## src/rtl/data_cache.sv

```systemverilog
// Two-way set-associative, write-through, no-write-allocate data cache with one
// 32-bit word per line and a single-outstanding-request RAM port.
module data_cache #(
  parameter int unsigned INDEX_W = 2
) (
  input  logic        clk,
  input  logic        rst,
  input  logic        ce_i,
  input  logic        we_i,
  input  logic [31:0] addr_i,
  input  logic [3:0]  sel_i,
  input  logic [31:0] data_i,
  input  logic        flush_i,
  output logic [31:0] mem_data_o,
  output logic        stall_o,
  output logic        ram_ce_o,
  output logic        ram_we_o,
  output logic [31:0] ram_addr_o,
  output logic [3:0]  ram_sel_o,
  output logic [31:0] ram_data_o,
  input  logic [31:0] ram_data_i,
  input  logic        ram_ack_i
);

  localparam int unsigned SETS  = 1 << INDEX_W;
  localparam int unsigned TAG_W = 30 - INDEX_W;

  typedef enum logic [1:0] {IDLE, REFILL, WRITE, RESP} state_t;

  state_t             r_state, w_next;
  logic [SETS-1:0]    r_valid0, r_valid1, r_lru;
  logic [TAG_W-1:0]   r_tag0  [SETS];
  logic [TAG_W-1:0]   r_tag1  [SETS];
  logic [31:0]        r_data0 [SETS];
  logic [31:0]        r_data1 [SETS];
  logic [31:0]        r_rdata;

  logic [INDEX_W-1:0] w_idx;
  logic [TAG_W-1:0]   w_tag;
  logic [31:0]        w_addr;
  logic               w_hit0, w_hit1, w_hit, w_victim;
  logic               w_idle_act, w_ld_hit, w_st_hit, w_fill, w_flush;

  assign w_idx  = addr_i[INDEX_W+1:2];
  assign w_tag  = addr_i[31:INDEX_W+2];
  assign w_addr = addr_i & 32'hFFFF_FFFC;

  assign w_hit0 = r_valid0[w_idx] && (r_tag0[w_idx] == w_tag);
  assign w_hit1 = r_valid1[w_idx] && (r_tag1[w_idx] == w_tag);
  assign w_hit  = w_hit0 | w_hit1;

  // Prefer an empty way; only consult LRU when both ways are occupied.
  assign w_victim = !r_valid0[w_idx] ? 1'b0 :
                    !r_valid1[w_idx] ? 1'b1 : r_lru[w_idx];

  assign w_flush    = (r_state == IDLE) && flush_i;
  assign w_idle_act = (r_state == IDLE) && !flush_i && ce_i;
  assign w_ld_hit   = w_idle_act && !we_i && w_hit;
  assign w_st_hit   = w_idle_act && we_i && w_hit;
  assign w_fill     = (r_state == REFILL) && ram_ack_i;

  always_ff @(posedge clk or posedge rst) begin
    if (rst) r_state <= IDLE;
    else     r_state <= w_next;
  end

  always_comb begin
    w_next = r_state;
    case (r_state)
      IDLE: begin
        if (!flush_i && ce_i) begin
          if (we_i)        w_next = WRITE;
          else if (!w_hit) w_next = REFILL;
        end
      end
      REFILL:  if (ram_ack_i) w_next = RESP;
      WRITE:   if (ram_ack_i) w_next = RESP;
      RESP:    w_next = IDLE;
      default: w_next = IDLE;
    endcase
  end

  always_comb begin
    mem_data_o = '0;
    stall_o    = 1'b0;
    ram_ce_o   = 1'b0;
    ram_we_o   = 1'b0;
    ram_addr_o = '0;
    ram_sel_o  = '0;
    ram_data_o = '0;
    if (!rst) begin
      case (r_state)
        IDLE: begin
          if (flush_i) begin
            stall_o = 1'b1;
          end else if (ce_i) begin
            if (we_i || !w_hit) stall_o = 1'b1;
            else mem_data_o = w_hit0 ? r_data0[w_idx] : r_data1[w_idx];
          end
        end
        REFILL: begin
          stall_o    = 1'b1;
          ram_ce_o   = 1'b1;
          ram_sel_o  = 4'hF;
          ram_addr_o = w_addr;
        end
        WRITE: begin
          stall_o    = 1'b1;
          ram_ce_o   = 1'b1;
          ram_we_o   = 1'b1;
          ram_sel_o  = sel_i;
          ram_data_o = data_i;
          ram_addr_o = w_addr;
        end
        RESP:    mem_data_o = r_rdata;
        default: ;
      endcase
    end
  end

  // LRU bit names the way to evict next; touching a way points it at the other one.
  always_ff @(posedge clk or posedge rst) begin
    if (rst) begin
      r_valid0 <= '0;
      r_valid1 <= '0;
      r_lru    <= '0;
      r_rdata  <= '0;
    end else if (w_flush) begin
      r_valid0 <= '0;
      r_valid1 <= '0;
      r_lru    <= '0;
    end else begin
      if (w_ld_hit || w_st_hit) r_lru[w_idx] <= w_hit0;
      if (w_idle_act && we_i)   r_rdata <= '0;
      if (w_fill) begin
        if (w_victim) r_valid1[w_idx] <= 1'b1;
        else          r_valid0[w_idx] <= 1'b1;
        r_lru[w_idx] <= ~w_victim;
        r_rdata      <= ram_data_i;
      end
    end
  end

  always_ff @(posedge clk) begin
    if (w_fill) begin
      if (w_victim) begin
        r_tag1[w_idx]  <= w_tag;
        r_data1[w_idx] <= ram_data_i;
      end else begin
        r_tag0[w_idx]  <= w_tag;
        r_data0[w_idx] <= ram_data_i;
      end
    end
    if (w_st_hit) begin
      for (int unsigned k = 0; k < 4; k++) begin
        if (sel_i[k]) begin
          if (w_hit0) r_data0[w_idx][8*k +: 8] <= data_i[8*k +: 8];
          else        r_data1[w_idx][8*k +: 8] <= data_i[8*k +: 8];
        end
      end
    end
  end

endmodule

```

## config.mk

```make
export PLATFORM = sky130hd
export DESIGN_NAME = data_cache
export DESIGN_NICKNAME = d
export VERILOG_FILES = /design/src/rtl/data_cache.sv
export SDC_FILE = /design/constraint.sdc
export NUM_CORES = 1
export LEC_CHECK = 0
export CAP_MARGIN = 20
export CORE_ASPECT_RATIO = 1.25
export CORE_UTILIZATION = 25
export CTS_CLUSTER_DIAMETER = 50
export DETAILED_ROUTE_END_ITERATION = 10
export PLACE_DENSITY = 0.38
export SLEW_MARGIN = 20
export SYNTH_ARGS = -nofsm -noshare
export SYNTH_HDL_FRONTEND = slang
export SYNTH_SLANG_ARGS = --single-unit
```

## constraint.sdc

```tcl
create_clock -name clk -period 6.1 [get_ports clk]
set_input_delay 1.22 -clock clk [delete_from_list [all_inputs] [get_ports clk]]
set_output_delay 1.22 -clock clk [all_outputs]
set_load 0.1 [all_outputs]
```

==> out/qor.yml, run 1 <==
pwr:
  post-layout-total-power_mw: 10.8
  pwrdens_nw_per_um2: 363
  vdd_ir_drop_max_mv: 0.170
  leakage_nw: 10.1
sta:
  timing.clock.skew_ps: 29.5
  setup_slack_ps: 372
  setup_violations: 0
  tightest_slew_ps: 1050
  drv_slew: 0
  unrepaired_setup_endpoints_after_global_routing: "no"
  final_report_hold_violation_count: 0
  finalCritPeriodShare: 0.939
  worst_slew_margin_rel: 0.298
  timing.setup.tns_ps: 0
  max_clock_freq_mhz: 175
  final.min_clock_period_ps: 5730
routing:
  drt-initial-drc-count: 631
  drtPass1Iterations: 4
  postRouteAntennaNets: 0
  drcViolationCount: 0
  drt-total-wl_mm: 65.3
  detail_route.wl_per_cell_um: 22.9
  vias: 12807
  number_of_vias_per_cell: 4.49
synthesis:
  share_of_synthesized_cell_area_in_full_adder_half_adder_and_majority_cells: 0.00277
  number_of_enable_flip_flop_cells_after_synthesis: 480
  synth_top_family_by_area: "multiplexers"
  ys.flop_type: "edfxtp_1"
  synth_instances: 1299
  synth_compound_gate_area_share: 0.0486
  mappedNetlistArea_sq_um: 22600
  ys_seq_area_frac: 0.688
  async_reset_ff_frac: 0.0875
  yosys_warnings: 0
  synth-xor-area-share: 0.0163
  avgSynthCellArea_sq_um: 17.4
  ys_ff_latch: 526
  post_synth_and_or_nand_nor_area_fraction: 0.0528
  synth.area.mux_share: 0.171
  synth_cell_types: 66
clock_tree:
  count_of_hold_buffers_inserted_by_post_cts_repair: 0
  cts.reportedPaths.clkPinSlew_ps: 60
  root_buffer: "clkbuf_16"
  cts-resized-gates: 0
  post-cts-setup-buffers: 0
  cts_num_sinks: 526
  cts_tree: "built"
  cts-buffers-inserted: 71
  htree_num_levels: 3
  insertion_delay_ps: 610
  cts.path.max_buffers: 3
placement:
  worst_case_setup_slack_after_placement_ps: 361
  detailedPlacementHpwl_mm: 44.1
  gpl.final_weighted_congestion: 0.736
  numPortBuffers: 204
final_layout:
  final_nets: 1721
  n_antenna_cell: 0
  mostFrequentLayoutCells: "edfxtp_1 (480), buf_4 (144), mux4_2 (104)"
  drive_gt1_frac: 0.331
  syn2layout_area_growth_pct: 31.5
  mostFrequentLayoutCell: "edfxtp_1"
  finalCoreUtilization: 0.331
  layout.filler_cells: 8801
setup_path:
  crit_family: "buffers and inverters"
  cp_slowest_stage_delay_ps: 520
  timing.critical_path.buf_inv: 6
  criticalPathCategory: "in2out"
  critical-path-top-cell-by-count: "buf_12"
  crit_path_end_kind: "output port"
  crit_path_max_fanout: 35
  critical_path_required_ps: 4880
  cell_chain_of_the_critical_path: "buf_8 > buf_12 > buf_12 > mux2i_1 > or3_1 > o211ai_1 > or4b_1 > nor3_1 > and3_2 > buf_12 > mux2i_1 > o21ai_0 > buf_4 > buf_12"
  critical_path_startpoint_category: "input port"
  critPathSlowestCell: "or4b_1"
  arrival_ps: 4510
floorplan:
  die_w_um: 271
  boundaryPins: 209
  die_height_um: 338
  core_region_area_sq_um: 89900
  standard_cell_row_count: 123
  initial_core_util: 0.252
  die_area_sq_um: 91700
grt:
  globalRouteTotalUtil: 0.143
  grt.overflow.total: 0
  largest_net_degree_at_the_start_of_global_routing: 47
  number_of_antenna_violations_at_the_first_check_in_global_routing: 10
  grt_first_pass_wirelength_mm: 95.5
  grt_pass1_vias: 13956
min_path:
  worstHoldPathType: "reg2reg"
outcome:
  result_of_the_run: "completed"
flow_run:
  timing.max_cap.violations: 0
state kept, by name, summed over array words and instances, names as in the netlist:
name and cells:
r_data0 128, r_data1 128, r_lru 4, r_rdata 32
r_state 2, r_tag0 112, r_tag1 112, r_valid0 4
r_valid1 4
area by class of cell:
type / instances / area (sq um) / share of cell area
Clock buffer: 88 / 1960 / 0.0660
Clock inverter: 41 / 460 / 0.0155
Inverter: 13 / 48.8 / 0.00164
Multi-Input combinational cell: 686 / 6810 / 0.229
Sequential cell: 526 / 15600 / 0.523
Tap cell: 1187 / 1490 / 0.0499
Timing Repair Buffer: 312 / 3420 / 0.115
synthesized netlist by cell type (15+ instances only):
cell | count | area share
edfxtp_1 | 480 | 0.64
mux4_2 | 104 | 0.10
mux2i_1 | 75 | 0.033
mux2_2 | 67 | 0.033
and2_1 | 60 | 0.017
nor2_1 | 53 | 0.0088
nand2_1 | 51 | 0.0085
dfrtp_1 | 46 | 0.051
clkbuf_1 | 39 | 0.0065
o21ai_0 | 39 | 0.0086
xnor2_1 | 36 | 0.014
a22o_1 | 32 | 0.012
a21oi_1 | 31 | 0.0069
buf_2 | 15 | 0.0033
per-layer routing:
| metal | track usage | wire (um) | vias up |
|---|---|---|---|
| met2 | 0.256 | 34300 | 293 |
| met1 | 0.170 | 26600 | 6585 |
| met4 | 0.0497 | 1680 | 16 |
| li1 | - | - | 5806 |
| met5 | 0 | 98 | - |
| met3 | 0.0275 | 2620 | 107 |
final timing paths:
path	endpoint	slack, ps	cells past startpoint	start
setup / recovery	mem_data_o[0]	370	14	addr_i[2]
hold / removal	r_valid1[3]	490	1	r_valid1[3]
setup reg to reg	r_data1[2][30]	2230	8	r_tag1[2][22]
hold reg to reg	r_valid1[3]	490	1	r_valid1[3]
max in group asynchronous	r_rdata[24]	4100	3	rst
min in group asynchronous	r_rdata[17]	1450	3	rst
power breakdown:
group	total, mW	leakage (nW)	internal (mW)	switching [mW]
Sequential	4.20	4.92	4.12	0.0789
Clock	4.22	1.17	2.61	1.61
Combinational	2.39	4.05	0.768	1.62
logic make-up after synthesis:
kind of cell	Yosys count
XOR/XNOR	42
other	1
multiplexers	248
AO/OA/AOI/OAI	160
buffers and inverters	88
flip-flops	526
AND/OR/NAND/NOR	229
adder cells (fa/ha/maj)	5
worst reg2reg max path, delay by kind of cell (launching register included):
| family | cells | cell delay [ps] |
|---|---|---|
| flops | 1 | 360 |
| compound gates | 2 | 1320 |
| buf+inv | 1 | 220 |
| simple gates | 3 | 800 |
| xor+xnor | 1 | 320 |
| mux | 1 | 490 |
through the flow:
step / cell area (sq um) / cells / hold WS, ps
3_5_place_dp: 27300 / 2724 / 479
6_report: 29800 / 2853 / 487
5_1_grt: 29800 / 2853 / 513
2_1_floorplan: 22700 / 1300 / 459
4_1_cts: 29800 / 2853 / 492
3_3_place_gp: 27300 / 2724 / 469
(Power assumes the default switching activity.)
==> run 2: changes to the inputs <==
--- a/config.mk
+++ b/config.mk
@@ -10,7 +10,8 @@
 export CORE_UTILIZATION = 25
 export CTS_CLUSTER_DIAMETER = 50
 export DETAILED_ROUTE_END_ITERATION = 10
-export PLACE_DENSITY = 0.38
+export DONT_BUFFER_PORTS = 1
+export PLACE_DENSITY = 0.35
 export SLEW_MARGIN = 20
 export SYNTH_ARGS = -nofsm -noshare
 export SYNTH_HDL_FRONTEND = slang
==> run 2 against run 1 <==
Maximum frequency grew 1.2%; clock power shrank 3%; final cell count shrank 6.9%; count of clock-buffer cells in the layout grew 11; first-iteration DRC count grew 2.5%; design area shrank 7.4%; total power shrank 5.0%; via count shrank 5.0%; hold slack gained 0.56 ps; core utilization shrank 2.4 points; largest power group is now sequential cells; highest routed layer is now met4.
==> out/qor.yml, run 2 (same netlist as run 1, synthesis figures left out) <==
final_layout:
  finalCoreUtilization: 0.307  # -0.0243
  mostFrequentLayoutCell: "edfxtp_1"
  drive_gt1_frac: 0.308  # -0.0230
  syn2layout_area_growth_pct: 21.9
  final_nets: 1524  # -11%
  mostFrequentLayoutCells: "edfxtp_1 (480), mux4_2 (104), buf_4 (83)"
  top_flop_regs: "r_data0 (128), r_data1 (128)"
clock_tree:
  cts_num_sinks: 526  # unchanged
  post-cts-setup-buffers: 0  # unchanged
  count_of_hold_buffers_inserted_by_post_cts_repair: 0  # unchanged
  insertion_delay_ps: 600  # about the same
  cts_tree: "built"
  cts-buffers-inserted: 70  # -1.4%
  cts-resized-gates: 0  # unchanged
  cts.reportedPaths.clkPinSlew_ps: 50  # about the same
  cts.path.max_buffers: 3  # unchanged
  root_buffer: "clkbuf_16"
  htree_num_levels: 3  # unchanged
routing:
  vias: 12163  # -5.0%
  drt-initial-drc-count: 647  # +2.5%
  postRouteAntennaNets: 0  # unchanged
  drt-total-wl_mm: 64.8  # -0.75%
  detail_route.wl_per_cell_um: 24.4  # +6.6%
  drtPass1Iterations: 4  # unchanged
  number_of_vias_per_cell: 4.58  # +2.0%
  drcViolationCount: 0  # unchanged
sta:
  timing.clock.skew_ps: 19.8  # -9.70 ps
  finalCritPeriodShare: 0.928  # -0.0110
  max_clock_freq_mhz: 177  # +1.2%
  worst_slew_margin_rel: 0.261  # -0.0376
  timing.setup.tns_ps: 0  # unchanged
  tightest_slew_ps: 1120  # +63.9 ps
  setup_violations: 0  # unchanged
  drv_slew: 0  # unchanged
  final_report_hold_violation_count: 0  # unchanged
  unrepaired_setup_endpoints_after_global_routing: "no"
  final.min_clock_period_ps: 5660  # -66.9 ps
floorplan:
  core_region_area_sq_um: 89900  # unchanged
  die_area_sq_um: 91700  # unchanged
  die_w_um: 271  # unchanged
  die_height_um: 338  # unchanged
  standard_cell_row_count: 123  # unchanged
  initial_core_util: 0.252  # unchanged
  boundaryPins: 209  # unchanged
outcome:
  result_of_the_run: "completed"
grt:
  globalRouteTotalUtil: 0.142  # -0.00135
  grt.overflow.total: 0  # unchanged
  grt_pass1_vias: 13052  # -6.5%
  largest_net_degree_at_the_start_of_global_routing: 156  # +230%
  number_of_antenna_violations_at_the_first_check_in_global_routing: 3  # -7
  grt_first_pass_wirelength_mm: 93.8  # -1.7%
placement:
  detailedPlacementHpwl_mm: 40.9  # -7.2%
  gpl.final_weighted_congestion: 0.724  # -1.5%
  numPortBuffers: 0  # -100%
pwr:
  pwrdens_nw_per_um2: 373  # +2.6%
  leakage_nw: 9.11  # -10%
  vdd_ir_drop_max_mv: 0.222  # +31%
setup_path:
  cp_slowest_stage_delay_ps: 590  # +70 ps
  criticalPathCategory: "in2out"
  crit_family: "simple AND/OR/NAND/NOR gates"
  crit_path_end_kind: "output port"
  critical_path_startpoint_category: "input port"
  arrival_ps: 4440  # -70 ps
  critPathSlowestCell: "mux4_2"
  crit_path_max_fanout: 155  # +340%
  cell_chain_of_the_critical_path: "mux4_2 > xnor2_1 > nand4_1 > nor3_1 > and3_4 > o211ai_1 > buf_4 > o21ai_2 > buf_12"
  timing.critical_path.buf_inv: 2  # -4
  critical_path_required_ps: 4880  # about the same
min_path:
  worstHoldPathType: "reg2reg"
flow_run:
  timing.max_cap.violations: 0  # unchanged
==> run 2: metrics by stage <==
stage | power [mW] | hold WS [ps] | setup WS (ps) | cell area, sq um | std cells
3_3_place_gp | 6.25 | 473 | 498 | 25200 | 2528
5_1_grt | 10.7 | 496 | 371 | 27600 | 2656
3_5_place_dp | 6.26 | 477 | 511 | 25200 | 2528
4_1_cts | 10.4 | 490 | 492 | 27600 | 2656
2_1_floorplan | 5.80 | 459 | -753 | 22700 | 1300
6_report | 10.3 | 487 | 439 | 27600 | 2657
==> run 2: metal layers <==
metal,track usage,share of wire,up-vias
met1,0.165,0.40,6385
met2,0.257,0.53,290
met3,0.0333,0.052,75
li1,-,-,5413
met5,0,0,-
met4,0.0405,0.018,0
==> run 2: power by group <==
group / leakage, nW / internal (mW) / switching (mW)
clock: 1.12 / 2.54 / 1.56
sequential: 4.92 / 4.13 / 0.0793
combinational: 3.07 / 0.507 / 1.45
==> run 2: path summary, 6_finish.rpt <==
path / slack [ps] / cells past startpoint / to / from
max in group asynchronous: 4780 / 2 / r_rdata[21] / rst
min in group asynchronous: 780 / 2 / r_lru[2] / rst
min reg2reg: 490 / 1 / r_valid0[0] / r_valid0[0]
max: 440 / 9 / mem_data_o[27] / addr_i[2]
max reg2reg: 1860 / 8 / r_data1[1][12] / r_state[1]
min: 490 / 1 / r_valid0[0] / r_valid0[0]
==> run 2: layout make-up <==
cell class	instances	area, sq um
antenna	1	2.50
clock buffer	99	2000
clock inverter	29	324
fill	8888	62300
inverter	13	48.8
multi-input combinational	686	6860
sequential	526	15600
tap	1187	1490
timing repair buffer	116	1280
